$ cat config.mk
export PLATFORM = sky130hd
export DESIGN_NAME = pipe_ctrl
export DESIGN_NICKNAME = d
export VERILOG_FILES = /design/src/rtl/pipe_pkg.sv /design/src/rtl/pipe_slot.sv /design/src/rtl/pipe_ctrl.sv
export SDC_FILE = /design/constraint.sdc
export NUM_CORES = 1
export LEC_CHECK = 0
export CAP_MARGIN = 5
export CORE_MARGIN = 5
export CORE_UTILIZATION = 35
export CTS_CLUSTER_SIZE = 8
export DETAILED_ROUTE_END_ITERATION = 7
export MAX_ROUTING_LAYER = met4
export PLACE_DENSITY_LB_ADDON = 0.05
export SYNTH_ARGS = -nofsm -noshare
export SYNTH_HDL_FRONTEND = slang
export SYNTH_HIERARCHICAL = 1
export SYNTH_SLANG_ARGS = --single-unit
$ cat constraint.sdc
create_clock -name clk -period 4.99 [get_ports clk]
set_input_delay 1.497 -clock clk [delete_from_list [all_inputs] [get_ports clk]]
set_output_delay 1.497 -clock clk [all_outputs]
set_load 0.05 [all_outputs]
$ cat src/rtl/pipe_pkg.sv
// Shared constants and helpers for the pipeline sequencing controller.
package pipe_pkg;

  // Strobe levels for active-low requests and completions
  localparam logic ACTIVE   = 1'b0;
  localparam logic INACTIVE = 1'b1;

  // Stage occupancy encoding
  localparam logic FULL  = 1'b1;
  localparam logic EMPTY = 1'b0;

  localparam int unsigned DEF_NUM_STAGES = 4;
  localparam int unsigned DEF_CNT_W      = 16;

  // Width needed to index a stage (at least 1 bit)
  function automatic int unsigned stage_idx_w(input int unsigned n);
    int unsigned w;
    w = 1;
    while ((32'd1 << w) < n) w++;
    return w;
  endfunction

endpackage

$ cat src/rtl/pipe_slot.sv
// One pipeline stage: holds an occupancy token and decides whether it advances.
module pipe_slot
  import pipe_pkg::*;
(
  input  logic clk,
  input  logic rst,
  input  logic in_adv,
  input  logic done_n,
  input  logic down_ready,
  input  logic hold,
  input  logic flush,
  output logic occ,
  output logic go,
  output logic adv,
  output logic up_ready
);

  logic occ_nxt;

  // Token leaves when the stage is done and the next stage can take it
  always_comb begin
    adv      = 1'b0;
    up_ready = 1'b0;
    adv      = (done_n == ACTIVE) && (occ == FULL) && !hold && !flush && down_ready;
    up_ready = (occ == EMPTY) || adv;
  end

  // Next occupancy; flush empties the stage regardless of traffic
  always_comb begin
    occ_nxt = occ;
    if (flush) occ_nxt = EMPTY;
    else       occ_nxt = (occ & ~adv) | in_adv;
  end

  // Occupancy register and entry pulse
  always_ff @(posedge clk or negedge rst) begin
    if (!rst) begin
      occ <= EMPTY;
      go  <= 1'b0;
    end else begin
      occ <= occ_nxt;
      go  <= in_adv & ~flush;
    end
  end

endmodule

$ cat src/rtl/pipe_ctrl.sv
// N-stage pipeline sequencing controller: issue, advance, retire, hold, flush.
module pipe_ctrl
  import pipe_pkg::*;
#(
  parameter int unsigned NUM_STAGES = DEF_NUM_STAGES,
  parameter int unsigned CNT_W      = DEF_CNT_W
) (
  input  logic                  clk,
  input  logic                  rst,
  input  logic                  issue_n,
  output logic                  issue_ack,
  input  logic [NUM_STAGES-1:0] done_n,
  input  logic                  hold,
  input  logic                  flush,
  output logic [NUM_STAGES-1:0] occ,
  output logic [NUM_STAGES-1:0] go,
  output logic                  retire,
  output logic [CNT_W-1:0]      retire_cnt,
  output logic                  busy,
  output logic                  err
);

  localparam int unsigned LAST = NUM_STAGES - 1;

  logic acc;
  logic adv_last;
  logic err_hit;

  // Accept a new op when stage 0 is free or emptying; never while in reset
  always_comb begin
    acc       = 1'b0;
    acc       = rst && (issue_n == ACTIVE) && !hold && !flush && g_stage[0].up_ready;
    issue_ack = acc;
  end

  // Stage chain; readiness ripples from the last stage back to stage 0
  for (genvar i = 0; i < NUM_STAGES; i++) begin : g_stage
    logic in_adv;
    logic down_ready;
    logic adv;
    logic up_ready;

    if (i == 0) begin : g_first
      assign in_adv = acc;
    end else begin : g_next
      assign in_adv = g_stage[i-1].adv;
    end

    if (i == LAST) begin : g_tail
      assign down_ready = 1'b1;
    end else begin : g_body
      assign down_ready = g_stage[i+1].up_ready;
    end

    pipe_slot u_slot (
      .clk        (clk),
      .rst        (rst),
      .in_adv     (in_adv),
      .done_n     (done_n[i]),
      .down_ready (down_ready),
      .hold       (hold),
      .flush      (flush),
      .occ        (occ[i]),
      .go         (go[i]),
      .adv        (adv),
      .up_ready   (up_ready)
    );
  end

  assign adv_last = g_stage[LAST].adv;

  // Completion reported by a stage holding no token
  always_comb begin
    err_hit = 1'b0;
    err_hit = !flush && ((~done_n & ~occ) != '0);
  end

  assign busy = |occ;

  // Retire pulse, wrapping retire counter and sticky protocol error
  always_ff @(posedge clk or negedge rst) begin
    if (!rst) begin
      retire     <= 1'b0;
      retire_cnt <= '0;
      err        <= 1'b0;
    end else begin
      retire <= adv_last;
      if (adv_last) retire_cnt <= retire_cnt + CNT_W'(1);
      if (err_hit)  err <= 1'b1;
    end
  end

endmodule

==> Word-level counts from Yosys, hierarchy flattened <==
Cells that the tools add are included.
{ "totals": {"register_bits": 26, "word_cells": 73, "out_inout_bits": 28, "in_bits": 9} }
{ "op_classes": {"n_mux": 4, "n_reduce_logical": 28, "n_addsub": 1, "bitwise": 29} }
{ "op_table": {"columns": ["cell", "count"], "rows": [
  ["1-bit logical AND", 20],
  ["16-bit by 1-bit adder with 16-bit output (second input constant)", 1],
  ["1-bit NOT", 14],
  ["1-bit AND", 8],
  ["4-bit NOT", 2],
  ["4-bit AND", 1],
  ["1-bit logical OR", 4],
  ["1-bit 2-to-1 mux", 4],
  ["1-bit bitwise OR", 4],
  ["4-bit nonzero test", 1],
  ["4-bit OR reduction", 1],
  ["1-bit zero test", 2]
]} }

==> Logic depth before layout (Yosys ltp) <==
{ "depth": {"word_depth": 14, "depth_mapped": 11, "depth_no_buf": 11} }

==> By module <==
The synthesis kept the hierarchy.
{ "modules_own_cells": {"columns": ["mod", "n_inst", "area_each_um2", "seq_area_each_um2", "cells_each"], "rows": [
  ["pipe_ctrl", 1, 817.0, 450.4, 68],
  ["pipe_slot", 4, 105.1, 50.0, 10]
]} }

==> Worst setup path before layout <==
Ideal clock, no wire load.
{ "synth_timing": {"kind": "input-to-output", "start": "input port flush", "end": "output port issue_ack", "path_buffers": 0, "slack_ps": -199, "arrival_ps": 3692, "required_time_ps": 3493, "path_stages": 8, "cell_sequence": "o41ai_2 -> inv_1 -> o41ai_2 -> inv_1 -> o41ai_2 -> inv_1 -> o41ai_2 -> and4b_1"} }
{ "synth_via": {"elab_chain_len": 10, "word_cells_on_any_way": 14, "classes_between": "reduce/logical (14)"} }
{ "synth_rtl": {"columns": ["item", "line", "rtl"], "rows": [
  ["start: declaration", "pipe_ctrl.sv:14", "input logic flush,"],
  ["1-bit zero test *", "pipe_slot.sv:24", "adv = (done_n == ACTIVE) && (occ == FULL) && !hold && !flush && down_ready;"],
  ["1-bit logical AND", "pipe_slot.sv:24", null],
  ["1-bit logical OR", "pipe_slot.sv:25", "up_ready = (occ == EMPTY) || adv;"],
  ["1-bit logical AND *", "pipe_slot.sv:24", null],
  ["1-bit logical OR *", "pipe_slot.sv:25", null],
  ["via g_stage[1].down_ready", "pipe_ctrl.sv:39", "logic down_ready;"],
  ["1-bit logical AND *", "pipe_slot.sv:24", null],
  ["1-bit logical OR *", "pipe_slot.sv:25", null],
  ["via g_stage[0].down_ready", "pipe_ctrl.sv:39", null],
  ["1-bit logical AND *", "pipe_slot.sv:24", null],
  ["1-bit logical OR *", "pipe_slot.sv:25", null],
  ["via g_stage[0].up_ready", "pipe_ctrl.sv:41", "logic up_ready;"],
  ["1-bit logical AND *", "pipe_ctrl.sv:32", "acc = rst && (issue_n == ACTIVE) && !hold && !flush && g_stage[0].up_ready;"],
  ["end: declaration", "pipe_ctrl.sv:11", "output logic issue_ack,"]
]} }
The timed path passes the listed nets; every way through them passes the cells marked *.

==> Worst setup path after layout <==
{ "layout_timing": {"start": "input port hold", "end": "output port issue_ack"} }
{ "layout_via": {"elab_chain_len": 11, "word_cells_on_any_way": 19, "classes_between": "reduce/logical (19)"} }
{ "layout_rtl": {"columns": ["item", "line", "rtl"], "rows": [
  ["start: declaration", "pipe_ctrl.sv:13", "input logic hold,"],
  ["1-bit zero test", "pipe_slot.sv:24", null],
  ["1-bit logical AND (2 in a row)", "pipe_slot.sv:24", null],
  ["1-bit logical OR", "pipe_slot.sv:25", null],
  ["via g_stage[2].down_ready", "pipe_ctrl.sv:39", null],
  ["1-bit logical AND", "pipe_slot.sv:24", null],
  ["1-bit logical OR", "pipe_slot.sv:25", null],
  ["via g_stage[1].down_ready", "pipe_ctrl.sv:39", null],
  ["1-bit logical AND", "pipe_slot.sv:24", null],
  ["1-bit logical OR", "pipe_slot.sv:25", null],
  ["via g_stage[0].down_ready", "pipe_ctrl.sv:39", null],
  ["1-bit logical AND", "pipe_slot.sv:24", null],
  ["1-bit logical OR", "pipe_slot.sv:25", null],
  ["via g_stage[0].up_ready", "pipe_ctrl.sv:41", null],
  ["1-bit logical AND", "pipe_ctrl.sv:32", null]
]} }
The timed path passes the listed nets, and every way through them passes these cells.

==> impl_metrics.env <==
export IMPL_syn_avg_cell_area_um2=11.46
export IMPL_worstSkewPairLatency_ns=0.32
export IMPL_cts_hold_buffers=0
export IMPL_dieArea_um2=4825
export IMPL_ys_top_cells_by_area="dfrtp_1 (53%), xor2_1 (7.8%), o41ai_2 (5.3%)"
export IMPL_cts_tree="yes"
export IMPL_synthArstFlopShare_pct=100.0
export IMPL_clockBufferDepth=2
export IMPL_synth_most_common_cell="dfrtp_1"
export IMPL_crit_fanout=2
export IMPL_p_sw_share_pct=20.89
export IMPL_diodes=0
export IMPL_drive_gt1_share_pct=32.28
export IMPL_grt_total_usage_pct=13.73
export IMPL_dr_pass1_iters=4
export IMPL_power_total_uw=385.6
export IMPL_combPwrFrac_pct=7.7
export IMPL_grt_setup_unrepaired="true"
export IMPL_p_seq_share_pct=54.9
export IMPL_powerDensity_nw_per_um2=188.5
export IMPL_ys_warn_count=6
export IMPL_required_ns=3.49
export IMPL_hold_path_class="flop to flop"
export IMPL_wl_per_cell_um=13.46
export IMPL_design_core_area_um2=3390
export IMPL_fin_cells=235
export IMPL_synth_yosys_seq_area_share_pct=52.58
export IMPL_end_kind="output port"
export IMPL_hold_ws_ns=0.4732
export IMPL_vias=1105
export IMPL_wl_um=3164
export IMPL_grt_pass1_wl_um=5285
export IMPL_leakagePower_nw=1.000
export IMPL_grt_pass1_vias=1143
export IMPL_r2r_worst_path_cells=24
export IMPL_cts_made_buffers=3
export IMPL_min_to="retire_cnt[15]"
export IMPL_yosysTopAreaCell="dfrtp_1"
export IMPL_viasPerCell=4.702
export IMPL_drv_slew=0
export IMPL_die_h_um=69.46
export IMPL_overflow=0
export IMPL_area_growth_synth_to_final_pct=65.32
export IMPL_path_class="input port to output port"
export IMPL_fin_nets=200
export IMPL_worstMarginPinSlew_ns=0.5243
export IMPL_cts_sinks=26
export IMPL_die_w_um=69.46
export IMPL_synth_area_um2=1237
export IMPL_port_buffers=36
export IMPL_ys_seq_elements=26
export IMPL_violations="negative setup slack"
export IMPL_fin_skew_ns=0.01039
export IMPL_hpwl_um=1923
export IMPL_reg2reg_setup_slack_ns=1.48
export IMPL_grt_max_degree=27
export IMPL_timing_rr_end="g_stage[2].u_slot/occ"
export IMPL_cts_root_buf="clkbuf_4"
export IMPL_start_util_pct=36.51
export IMPL_ir_drop_uv=178.3
export IMPL_syn_inst=108
export IMPL_cp_arrival_ns=3.54
export IMPL_drc=0
export IMPL_min_from="retire_cnt[15]"
export IMPL_outcome="finished with violations"
export IMPL_intPower_uw=305.1
export IMPL_synthTopCellsByCount="dfrtp_1 (26), nor2_1 (17), xor2_1 (11), inv_1 (8), nand2_1 (8)"
export IMPL_pin_count=37
export IMPL_core_rowCount=21
export IMPL_fin_area_um2=2046
export IMPL_finalHoldViolCount=0
export IMPL_synth_cell_types=22
export IMPL_switchingPower_uw=80.54
export IMPL_place_congestion=0.8476
export IMPL_setup_viol=1
export IMPL_maxCapViolCount=0
export IMPL_clock_fmax_mhz=198.3
export IMPL_worstSetupStartpointType="input port"
export IMPL_place_inst=200
export IMPL_min_path_cells=1
export IMPL_clkPwrFrac_pct=37.4
export IMPL_dpl_instance_area_um2=1737
export IMPL_ant_nets=0
export IMPL_drt_iter0_drc=33
export IMPL_setup_slack_ns=-0.05192
export IMPL_relSlewSlack_pct=64.94
export IMPL_synth_edff_count=0
export IMPL_grt_antenna_before_repair=0
export IMPL_reg2reg_from="g_stage[3].u_slot/occ"
export IMPL_period_needed_ns=5.042
export IMPL_period_share_pct=101.0
export IMPL_cts_clk_slew_worst_paths_ns=0.13
export IMPL_synth_top_area_share_pct=52.58
export IMPL_synthFlopType="dfrtp_1"
export IMPL_htree_levels=1
state kept, by name (all words and copies together), names as in the netlist:
signal and count:
g_stage.u_slot/go 4, err 1, retire 1, g_stage.u_slot/occ 4
retire_cnt 16
cell usage in the layout, fill, tap and decap left out, drive strengths merged:
master	synthesis	layout
conb	1	3
ha	1	1
o22ai	2	2
dfrtp	26	26
clkbuf	0	3
and4b	5	5
or4	1	1
nor3	3	3
inv	8	8
clkdlybuf4s50	0	32
bufinv	0	1
nand4	6	6
mux2	1	1
xnor2	4	4
xor2	11	11
and3	1	1
o41ai	4	4
a311oi	4	4
nor2	17	17
buf	0	43
o21bai	1	1
nor4	4	4
nand2	8	8
area by class of cell:
cell class                 count  area [um^2]
inverter                       8        30.03
clock buffer                   3        22.52
fill                         279         1344
sequential                    26        650.6
multi-input combinational     76        590.6
timing repair buffer          75        664.4
tap                           46        57.56
clock inverter                 1        30.03
power by group through the flow:
stage	Sequential, mW	Combinational, mW	Clock (mW)
floorplan	0.217	0.00586	0
global placement	0.216	0.0282	0
detailed placement	0.216	0.0285	0
CTS	0.212	0.0287	0.148
global route	0.212	0.0326	0.153
finish	0.212	0.0297	0.144
worst max-delay path by stage:
stage | from | end | slack [ns] | depth (start not counted)
after floorplan | flush | issue_ack | 0.07 | 8
after global placement | flush | issue_ack | -0.48 | 10
after detailed placement | flush | issue_ack | -0.50 | 10
after CTS | hold | issue_ack | 0.008 | 10
after global routing | hold | issue_ack | -0.20 | 10
final | hold | issue_ack | -0.05 | 10
critical path: stages:
cell,delay [ns]
buf_8,0.10
o41ai_4,0.36
inv_1,0.10
o41ai_2,0.34
inv_1,0.12
o41ai_4,0.23
inv_1,0.09
o41ai_2,0.28
and4b_4,0.29
buf_12,0.14
timing repair:
| item | 4_1_cts | 5_1_grt |
|---|---|---|
| setup endpoints to repair | 1 | 1 |
| gates cloned | 0 | 0 |
| gates resized for setup | 12 | 6 |
| setup buffers | 30 | 1 |
| pin swaps | 5 | 5 |
per-layer routing:
metal | wire (um) | global-route usage, %
met3 | 147 | 4.203
met1 | 1408 | 16.15
met5 | 0 | -
met4 | 40 | 3.037
met2 | 1568 | 23.09
metrics by stage:
| stage | utilization, % | worst slack (ns) | TNS (ns) |
|---|---|---|---|
| finish | 60.35 | -0.05192 | -0.05192 |
| detailed placement | 51.24 | -0.5018 | -0.5018 |
| global placement | 51.24 | -0.4838 | -0.4838 |
| global route | 60.35 | -0.1994 | -0.1994 |
| floorplan | - | 0.06929 | 0 |
| CTS | 59.65 | 0.007585 | 0 |
cell families (layout without fill, tap and decap cells):
kind of cell | after synthesis | in the layout | share of synthesized area [%]
flops | 26 | 26 | 52.58
other cells | 1 | 3 | 0.3030
compound gates | 11 | 11 | 9.706
fa+ha+maj | 1 | 1 | 1.011
xor+xnor | 15 | 15 | 10.62
mux | 1 | 1 | 0.9099
simple gates | 45 | 45 | 22.45
buf+inv | 8 | 87 | 2.427
No activity file was read; power rests on OpenSTA's default activity.
